$ cat config.mk
export PLATFORM = sky130hd
export DESIGN_NAME = tpu_tile_scheduler
export DESIGN_NICKNAME = d
export VERILOG_FILES = /design/src/rtl/tpu_tile_scheduler.sv
export SDC_FILE = /design/constraint.sdc
export NUM_CORES = 1
export LEC_CHECK = 0
export ABC_AREA = 1
export CAP_MARGIN = 20
export CELL_PAD_IN_SITES_DETAIL_PLACEMENT = 2
export CELL_PAD_IN_SITES_GLOBAL_PLACEMENT = 2
export CORE_ASPECT_RATIO = 0.9
export CORE_UTILIZATION = 29
export DETAILED_ROUTE_END_ITERATION = 7
export GPL_TIMING_DRIVEN = 0
export PLACE_DENSITY = 0.76
export SYNTH_ARGS = -nofsm -noshare
export SYNTH_HDL_FRONTEND = slang
export SYNTH_SLANG_ARGS = --single-unit
$ cat constraint.sdc
create_clock -name clk -period 3.8 [get_ports clk]
set_input_delay 0.57 -clock clk [delete_from_list [all_inputs] [get_ports clk]]
set_output_delay 0.57 -clock clk [all_outputs]
set_load 0.02 [all_outputs]
$ cat src/rtl/tpu_tile_scheduler.sv
// Tile scheduler for the 8x8 TPU: walks an m x n x k matmul one TILE x TILE output
// tile at a time, streaming operands from GBUFF_A/B and draining result rows to GBUFF_OUT.
module tpu_tile_scheduler #(
    parameter int unsigned TILE   = 8,
    parameter int unsigned ADDR_W = 8,
    parameter int unsigned DIM_W  = 5
) (
    input  logic              clk,
    input  logic              rst_n,
    input  logic              in_valid,
    input  logic [DIM_W-1:0]  m,
    input  logic [DIM_W-1:0]  n,
    input  logic [DIM_W-1:0]  k,
    output logic              busy,
    output logic              out_valid,
    output logic [ADDR_W-1:0] gbuf_idx_a,
    output logic [ADDR_W-1:0] gbuf_idx_b,
    output logic              tpu_clear,
    output logic              tpu_in_valid,
    input  logic              tpu_in_ready,
    input  logic              tpu_out_valid,
    output logic              tpu_out_ready,
    output logic              gbuf_wr_en_o,
    output logic [ADDR_W-1:0] gbuf_idx_o
);
    localparam int unsigned SHIFT = $clog2(TILE);
    localparam int unsigned ROW_W = (SHIFT > 0) ? SHIFT : 1;
    localparam int unsigned EXT_W = DIM_W + 1;

    typedef enum logic [2:0] {
        S_IDLE  = 3'd0,
        S_CLR   = 3'd1,
        S_LOAD  = 3'd2,
        S_WAIT  = 3'd3,
        S_DRAIN = 3'd4,
        S_NEXT  = 3'd5,
        S_DONE  = 3'd6
    } state_t;

    state_t            state_q;
    state_t            state_d;

    logic [DIM_W-1:0]  k_l;
    logic [DIM_W-1:0]  mt_l;
    logic [DIM_W-1:0]  nt_l;
    logic [DIM_W-1:0]  mi_q;
    logic [DIM_W-1:0]  ni_q;
    logic [DIM_W-1:0]  kk_q;
    logic [ROW_W-1:0]  r_q;

    logic [EXT_W-1:0]  mt_ext_c;
    logic [EXT_W-1:0]  nt_ext_c;
    logic              dims_zero_c;
    logic              last_k_c;
    logic              last_row_c;
    logic              last_ni_c;
    logic              last_mi_c;
    logic              accept_c;
    logic              load_hs_c;
    logic              row_wr_c;
    logic [ADDR_W-1:0] addr_a_c;
    logic [ADDR_W-1:0] addr_b_c;
    logic [ADDR_W-1:0] addr_o_c;

    // Tile counts: ceil(dim / TILE), evaluated on the raw inputs at accept time
    assign mt_ext_c    = (EXT_W'(m) + EXT_W'(TILE - 1)) >> SHIFT;
    assign nt_ext_c    = (EXT_W'(n) + EXT_W'(TILE - 1)) >> SHIFT;
    assign dims_zero_c = (m == '0) || (n == '0) || (k == '0);

    assign accept_c   = (state_q == S_IDLE) && in_valid;
    assign load_hs_c  = (state_q == S_LOAD) && tpu_in_ready;
    assign row_wr_c   = ((state_q == S_WAIT) || (state_q == S_DRAIN)) && tpu_out_valid;
    assign last_k_c   = (kk_q == k_l - DIM_W'(1));
    assign last_row_c = (r_q == ROW_W'(TILE - 1));
    assign last_ni_c  = (ni_q == nt_l - DIM_W'(1));
    assign last_mi_c  = (mi_q == mt_l - DIM_W'(1));

    // Buffer indices; all arithmetic is carried at ADDR_W and wraps there
    assign addr_a_c = ADDR_W'(mi_q) * ADDR_W'(k_l) + ADDR_W'(kk_q);
    assign addr_b_c = ADDR_W'(ni_q) * ADDR_W'(k_l) + ADDR_W'(kk_q);
    assign addr_o_c = (ADDR_W'(mi_q) * ADDR_W'(nt_l) + ADDR_W'(ni_q)) * ADDR_W'(TILE)
                    + ADDR_W'(r_q);

    // State register
    always_ff @(posedge clk or negedge rst_n) begin
        if (!rst_n) begin
            state_q <= S_IDLE;
        end else begin
            state_q <= state_d;
        end
    end

    // Next-state logic
    always_comb begin
        state_d = state_q;
        case (state_q)
            S_IDLE: begin
                if (in_valid) begin
                    state_d = dims_zero_c ? S_DONE : S_CLR;
                end
            end
            S_CLR:   state_d = S_LOAD;
            S_LOAD: begin
                if (tpu_in_ready && last_k_c) begin
                    state_d = S_WAIT;
                end
            end
            S_WAIT: begin
                if (tpu_out_valid) begin
                    state_d = S_DRAIN;
                end
            end
            S_DRAIN: begin
                if (tpu_out_valid && last_row_c) begin
                    state_d = S_NEXT;
                end
            end
            S_NEXT: begin
                state_d = (last_ni_c && last_mi_c) ? S_DONE : S_CLR;
            end
            S_DONE:  state_d = S_IDLE;
            default: state_d = S_IDLE;
        endcase
    end

    // Output decode; buffer reads are combinational so indices track the state directly
    always_comb begin
        tpu_clear     = 1'b0;
        tpu_in_valid  = 1'b0;
        tpu_out_ready = 1'b0;
        gbuf_wr_en_o  = 1'b0;
        gbuf_idx_a    = '0;
        gbuf_idx_b    = '0;
        gbuf_idx_o    = '0;
        case (state_q)
            S_CLR: begin
                tpu_clear = 1'b1;
            end
            S_LOAD: begin
                tpu_in_valid = 1'b1;
                gbuf_idx_a   = addr_a_c;
                gbuf_idx_b   = addr_b_c;
            end
            S_WAIT, S_DRAIN: begin
                tpu_out_ready = 1'b1;
                gbuf_wr_en_o  = tpu_out_valid;
                gbuf_idx_o    = tpu_out_valid ? addr_o_c : '0;
            end
            default: ;
        endcase
    end

    // Latched job dimensions and tile / operand / row counters
    always_ff @(posedge clk or negedge rst_n) begin
        if (!rst_n) begin
            k_l  <= '0;
            mt_l <= '0;
            nt_l <= '0;
            mi_q <= '0;
            ni_q <= '0;
            kk_q <= '0;
            r_q  <= '0;
        end else begin
            if (accept_c) begin
                k_l  <= k;
                mt_l <= DIM_W'(mt_ext_c);
                nt_l <= DIM_W'(nt_ext_c);
                mi_q <= '0;
                ni_q <= '0;
                kk_q <= '0;
                r_q  <= '0;
            end
            if (state_q == S_CLR) begin
                kk_q <= '0;
                r_q  <= '0;
            end
            if (load_hs_c) begin
                kk_q <= kk_q + DIM_W'(1);
            end
            if (row_wr_c) begin
                r_q <= r_q + ROW_W'(1);
            end
            if (state_q == S_NEXT) begin
                if (!last_ni_c) begin
                    ni_q <= ni_q + DIM_W'(1);
                end else if (!last_mi_c) begin
                    ni_q <= '0;
                    mi_q <= mi_q + DIM_W'(1);
                end
            end
        end
    end

    // Job status: busy spans accept..DONE, completion pulse lands the cycle after DONE
    always_ff @(posedge clk or negedge rst_n) begin
        if (!rst_n) begin
            busy      <= 1'b0;
            out_valid <= 1'b0;
        end else begin
            out_valid <= (state_q == S_DONE);
            if (accept_c) begin
                busy <= 1'b1;
            end else if (state_q == S_DONE) begin
                busy <= 1'b0;
            end
        end
    end

endmodule

# Word level (Yosys, flattened, before mapping)
# Index checks and enable logic that the tools add are counted.
# word_totals
ff_bits	34
inputBits	20
out_inout_bits	30
elab_cells	89
# op_classes
n_addsub	13
n_mul	3
n_eq_ne	14
n_mux	31
reduce_logical	18
# op_table
cell	n
two-way mux 5 bit	11
two-way mux 8 bit	4
two-way mux 3 bit	9
case mux 3 bit (6 select lines)	1
adder 8 x 5 -> 8 bit	2
multiplier 5 x 5 -> 8 bit	2
adder 5 x 1 -> 5 bit (second input constant)	3
equality test 5 bit	3
logical NOT 5 bit	3
adder 5 x 3 -> 6 bit (second input constant)	2
equality test 3 bit (second input constant)	4
adder 8 x 3 -> 8 bit	1
subtractor 3 x 1 -> 4 bit (second input constant)	2
equality test 3 x 2 -> 1 bit (second input constant)	2
logical AND 1 bit	6
two-way mux 1 bit	6
nonzero test 3 bit	2
adder 5 bit	1
multiplier 5 x 3 -> 5 bit	1
subtractor 5 x 1 -> 5 bit (second input constant)	1
inequality test 2 x 1 -> 1 bit (second input constant)	2
inequality test 2 bit (second input constant)	2
AND reduction 4 bit	1
adder 3 x 1 -> 3 bit (second input constant)	1
5 further kinds	7

# Longest topological paths before layout
# depth
depth_word	6
mapped_depth	16
depth_no_buf	15

# Worst setup path before layout
# No wires, ideal clock.
# synth_timing
kind	register to output
from	reg mi_q[0]
to	out gbuf_idx_a[5]
arrival_time_ns	3.488
required_ns	3.230
setup_slack_ns	-0.258
path_stages_with_launch	12
path_buffers	1
path_cell_list	dfrtp_1 -> clkbuf_1 -> nand2_1 -> fa_1 -> fa_1 -> fa_1 -> inv_1 -> ha_1 -> a21o_1 -> a31oi_1 -> o21ai_0 -> a21oi_1
# synth_between
elab_chain_cells	3
# synth_rtl
element	line	source
from (decl)	46	logic [DIM_W-1:0] mi_q;
from (signal assigned)	188	mi_q <= mi_q + DIM_W'(1);
multiplier 5 x 5 -> 8 bit	79	assign addr_a_c = ADDR_W'(mi_q) * ADDR_W'(k_l) + ADDR_W'(kk_q);
adder 8 x 5 -> 8 bit	79	
two-way mux 8 bit	135	case (state_q)
to (decl)	16	output logic [ADDR_W-1:0] gbuf_idx_a,
# No other way between the ends.

# Worst setup path in the final report
# layout_timing
from	reg k_l[2]
to	out gbuf_idx_b[6]
# layout_between
elab_chain_cells	3
# layout_rtl
element	line	source
from (decl)	43	logic [DIM_W-1:0] k_l;
from (signal assigned)	165	k_l <= k;
multiplier 5 x 5 -> 8 bit	80	assign addr_b_c = ADDR_W'(ni_q) * ADDR_W'(k_l) + ADDR_W'(kk_q);
adder 8 x 5 -> 8 bit	80	
two-way mux 8 bit	135	
to (decl)	17	output logic [ADDR_W-1:0] gbuf_idx_b,
# No other way between the ends.

==> results by group <==
Critical path
  – Crit-path cells: buf_8, nand2_4, fa_1, fa_1, fa_1, inv_2, ha_4, inv_4, nor2_4, nor2_1, nor2_1, nor2_1, xor2_1, nor2_1, buf_4
  – CP max FO: 7
  – Crit path largest cell delay: 0.56 ns
  – Crit path launch type: register
  – Top delay family on crit path: adder cells
  – Worst Path Buf+Inv: 4
  – Slowest stage cell, crit path: fa_1
  – Crit Path Category: reg -> out
  – Worst path arrival time: ~3.5 ns
  – Most common cell on crit path: nor2_1
  – CP required: 3.23 ns
  – Critical Path Sink Type: output pin

Place
  – Hpwl dp: 11420 microns
  – Pre-CTS setup slack: -0.8780 ns
  – PortBufs: 49
  – Placed instance count: 867
  – Routability cong.: 0.7909
  – DP Area: between 5000 and 6000 sq um

STA
  – Fmax: 0.2432 GHz
  – Fin crit share: 108.2%
  – Final Setup Violations: 7
  – Max-slew violations: 0
  – Hold Violations, Final: 0
  – Worst-Margin Slew: 0.9043 ns
  – Post-route setup slack: -0.3115 ns
  – Slew HR: 39.71%
  – Crit path time final: 4.112 ns
  – RSZ-0062 raised after global routing: yes
  – Fin Hold WS: 0.4232 ns
  – Clock Skew: around 0.0045 ns

Route
  – Via Count: about 4300
  – Initial DRC Count: ~120
  – Post-route ant nets: 0
  – Routed wire length: 15740 microns
  – DRC violations left: 0
  – Wire length per cell: 17.30 microns
  – First-pass DRT Iterations: 4
  – Vias per cell: around 4.7

Die
  – Ports: 50
  – Core area: 14660 sq um
  – Row count: 42
  – Starting Density: between 20% and 30%
  – Width of the chip: roughly 130 microns
  – Die extent in y: about 120 microns
  – Die area: 15510 sq um

Clock tree
  – Skew-Pair Late Insertion Delay: about 0.28 ns
  – Clk slew on worst S/H paths: 0.06 ns
  – Max clock buf depth: 2
  – CTS buffer count: 5
  – Root Buffer: clkbuf_16
  – Clock Sinks: 34
  – CTS tree: yes
  – H-tree depth: 2

Global routing
  – GRT busiest layer: met2
  – Total track usage: between 10% and 20%
  – Largest net degree at the start of global routing: 35
  – GR met2 Demand/Resource: 37.57%
  – Antenna violations before repair: 0
  – GR Overflow Total: 0
  – Met1 global-route usage: 24.57%
  – First-pass GRT wire length: around 24000 microns
  – Met3 Track Usage GR: 1.931%
  – Vias in the first global route: 4815

Finish
  – Commonest non-fill, non-tap cell in the layout: nand2_1
  – Final std cells w/o fill: 910
  – # fillers: between 1500 and 2000
  – Antenna cells: 0
  – Leading cell types in the layout, fill and taps excluded: 164 x nand2_1, 110 x inv_1, 46 x nor2_1, 41 x buf_4, 34 x clkdlybuf4s50_1
  – Storage cell area: between 800 and 900 sq um
  – Multi-input logic area: 3137 sq um
  – Area delta synth->final: 34.63%
  – Finished Cell Area: 5862 sq um
  – Proportion of layout cells with a drive suffix above 1: 25.28%
  – Post-layout net count: 802

Synthesis
  – Average cell area after synthesis: 7.023 sq um
  – Mapped Area: 4354 sq um
  – YS warnings: 0
  – Netlist cell types: 36
  – Mapped Nets: just over 700
  – Sequential area share after synthesis: approximately 20%
  – Synthesized flop and latch total: 34
  – Synth Instances: 620

Outcome
  – Status: finished with violations
  – Violated checks: negative setup slack

Run
  – Max cap viols: 0

Power
  – Pwr dens: 501.0 nW/um^2
  – Leakage: 3.080 nW
  – Peak VDD IR: roughly 0.00028 V

Hold path
  – Worst Hold Class: in -> async
-- metrics by stage --
step	TNS (ns)	total power [mW]	util, %
finish	-1.867	2.937	39.98
global placement	-5.431	2.112	35.01
floorplan	-0.02268	1.678	-
detailed placement	-6.513	2.202	34.98
global route	-2.865	3.189	39.98
CTS	-2.134	2.781	37.82
-- final timing paths --
check	start	to	cells past startpoint	slack (ns)
min in group clk	busy	busy	2	0.53
worst max register to register	nt_l[0]	mi_q[4]	13	1.78
worst min-delay path	rst_n	r_q[0]	1	0.42
max in group asynchronous	rst_n	mi_q[0]	1	2.75
worst max-delay path	k_l[2]	gbuf_idx_b[6]	15	-0.31
worst min register to register	busy	busy	2	0.53
-- what timing repair did --
item / in CTS / in global routing
buffers inserted: 19 / 17
hold buffers: 0 / 0
endpoints found under the setup margin: 14 / 13
gates resized for setup: 94 / 52
pin swaps: 38 / 32
hold endpoints to repair: 0 / 0
cloned: 0 / 0
-- area by class of cell --
type                    count  share of cell area (%)
clock inverters             1                 0.08538
plain buffers              20                   3.522
repair buffers             85                   12.83
clock buffers               7                   2.433
well taps                 198                   4.226
flip-flops and latches     34                   14.64
multi-input cells         430                   53.51
inverters                 135                   8.751
-- power breakdown --
part | internal (mW) | switching, mW
combinational | 0.756 | 1.16
sequential | 0.474 | 0.126
clock | 0.260 | 0.159
total | 1.49 | 1.45
-- registers in the layout, indices dropped and copies added, names as in the netlist --
name	count
mi_q	5
k_l	5
state_q	3
r_q	3
mt_l	3
nt_l	3
busy	1
out_valid	1
kk_q	5
ni_q	5
-- synthesized netlist by cell type, drive strengths merged --
cell type,count,area share [%]
nand3,31,3.9
buf,17,2.9
nor3,2,0.60
a21o,2,0.34
or2,2,0.29
dfrtp,34,20
xnor2,5,1.0
xor2,17,3.4
nand4,6,0.86
o31ai,2,0.34
fa,31,14
nor2b,1,0.20
a21oi,13,1.6
clkinv,3,0.34
nor2,60,5.7
o32ai,1,0.37
a31oi,2,0.29
inv,132,11
o21ai,27,3.5
clkbuf,4,0.34
o22ai,3,0.43
nand2,183,17
and2,2,0.29
ha,40,11
-- kinds of logic after synthesis --
family	synth area share, %
DFF	19.54
AOI/OAI and AO/OA	6.897
xor gates and xnor gates	4.425
buffers and inverters	14.97
and+or+nand+nor	28.42
adders and majority gates	25.75
-- per-layer routing --
metal  share of wire [%]  wire length (microns)
met5                   0                      0
met4                 1.1                    172
met3                 2.4                    373
met2                  53                   8333
met1                  44                   6862
Note: power is estimated with default switching activity, not from simulation.
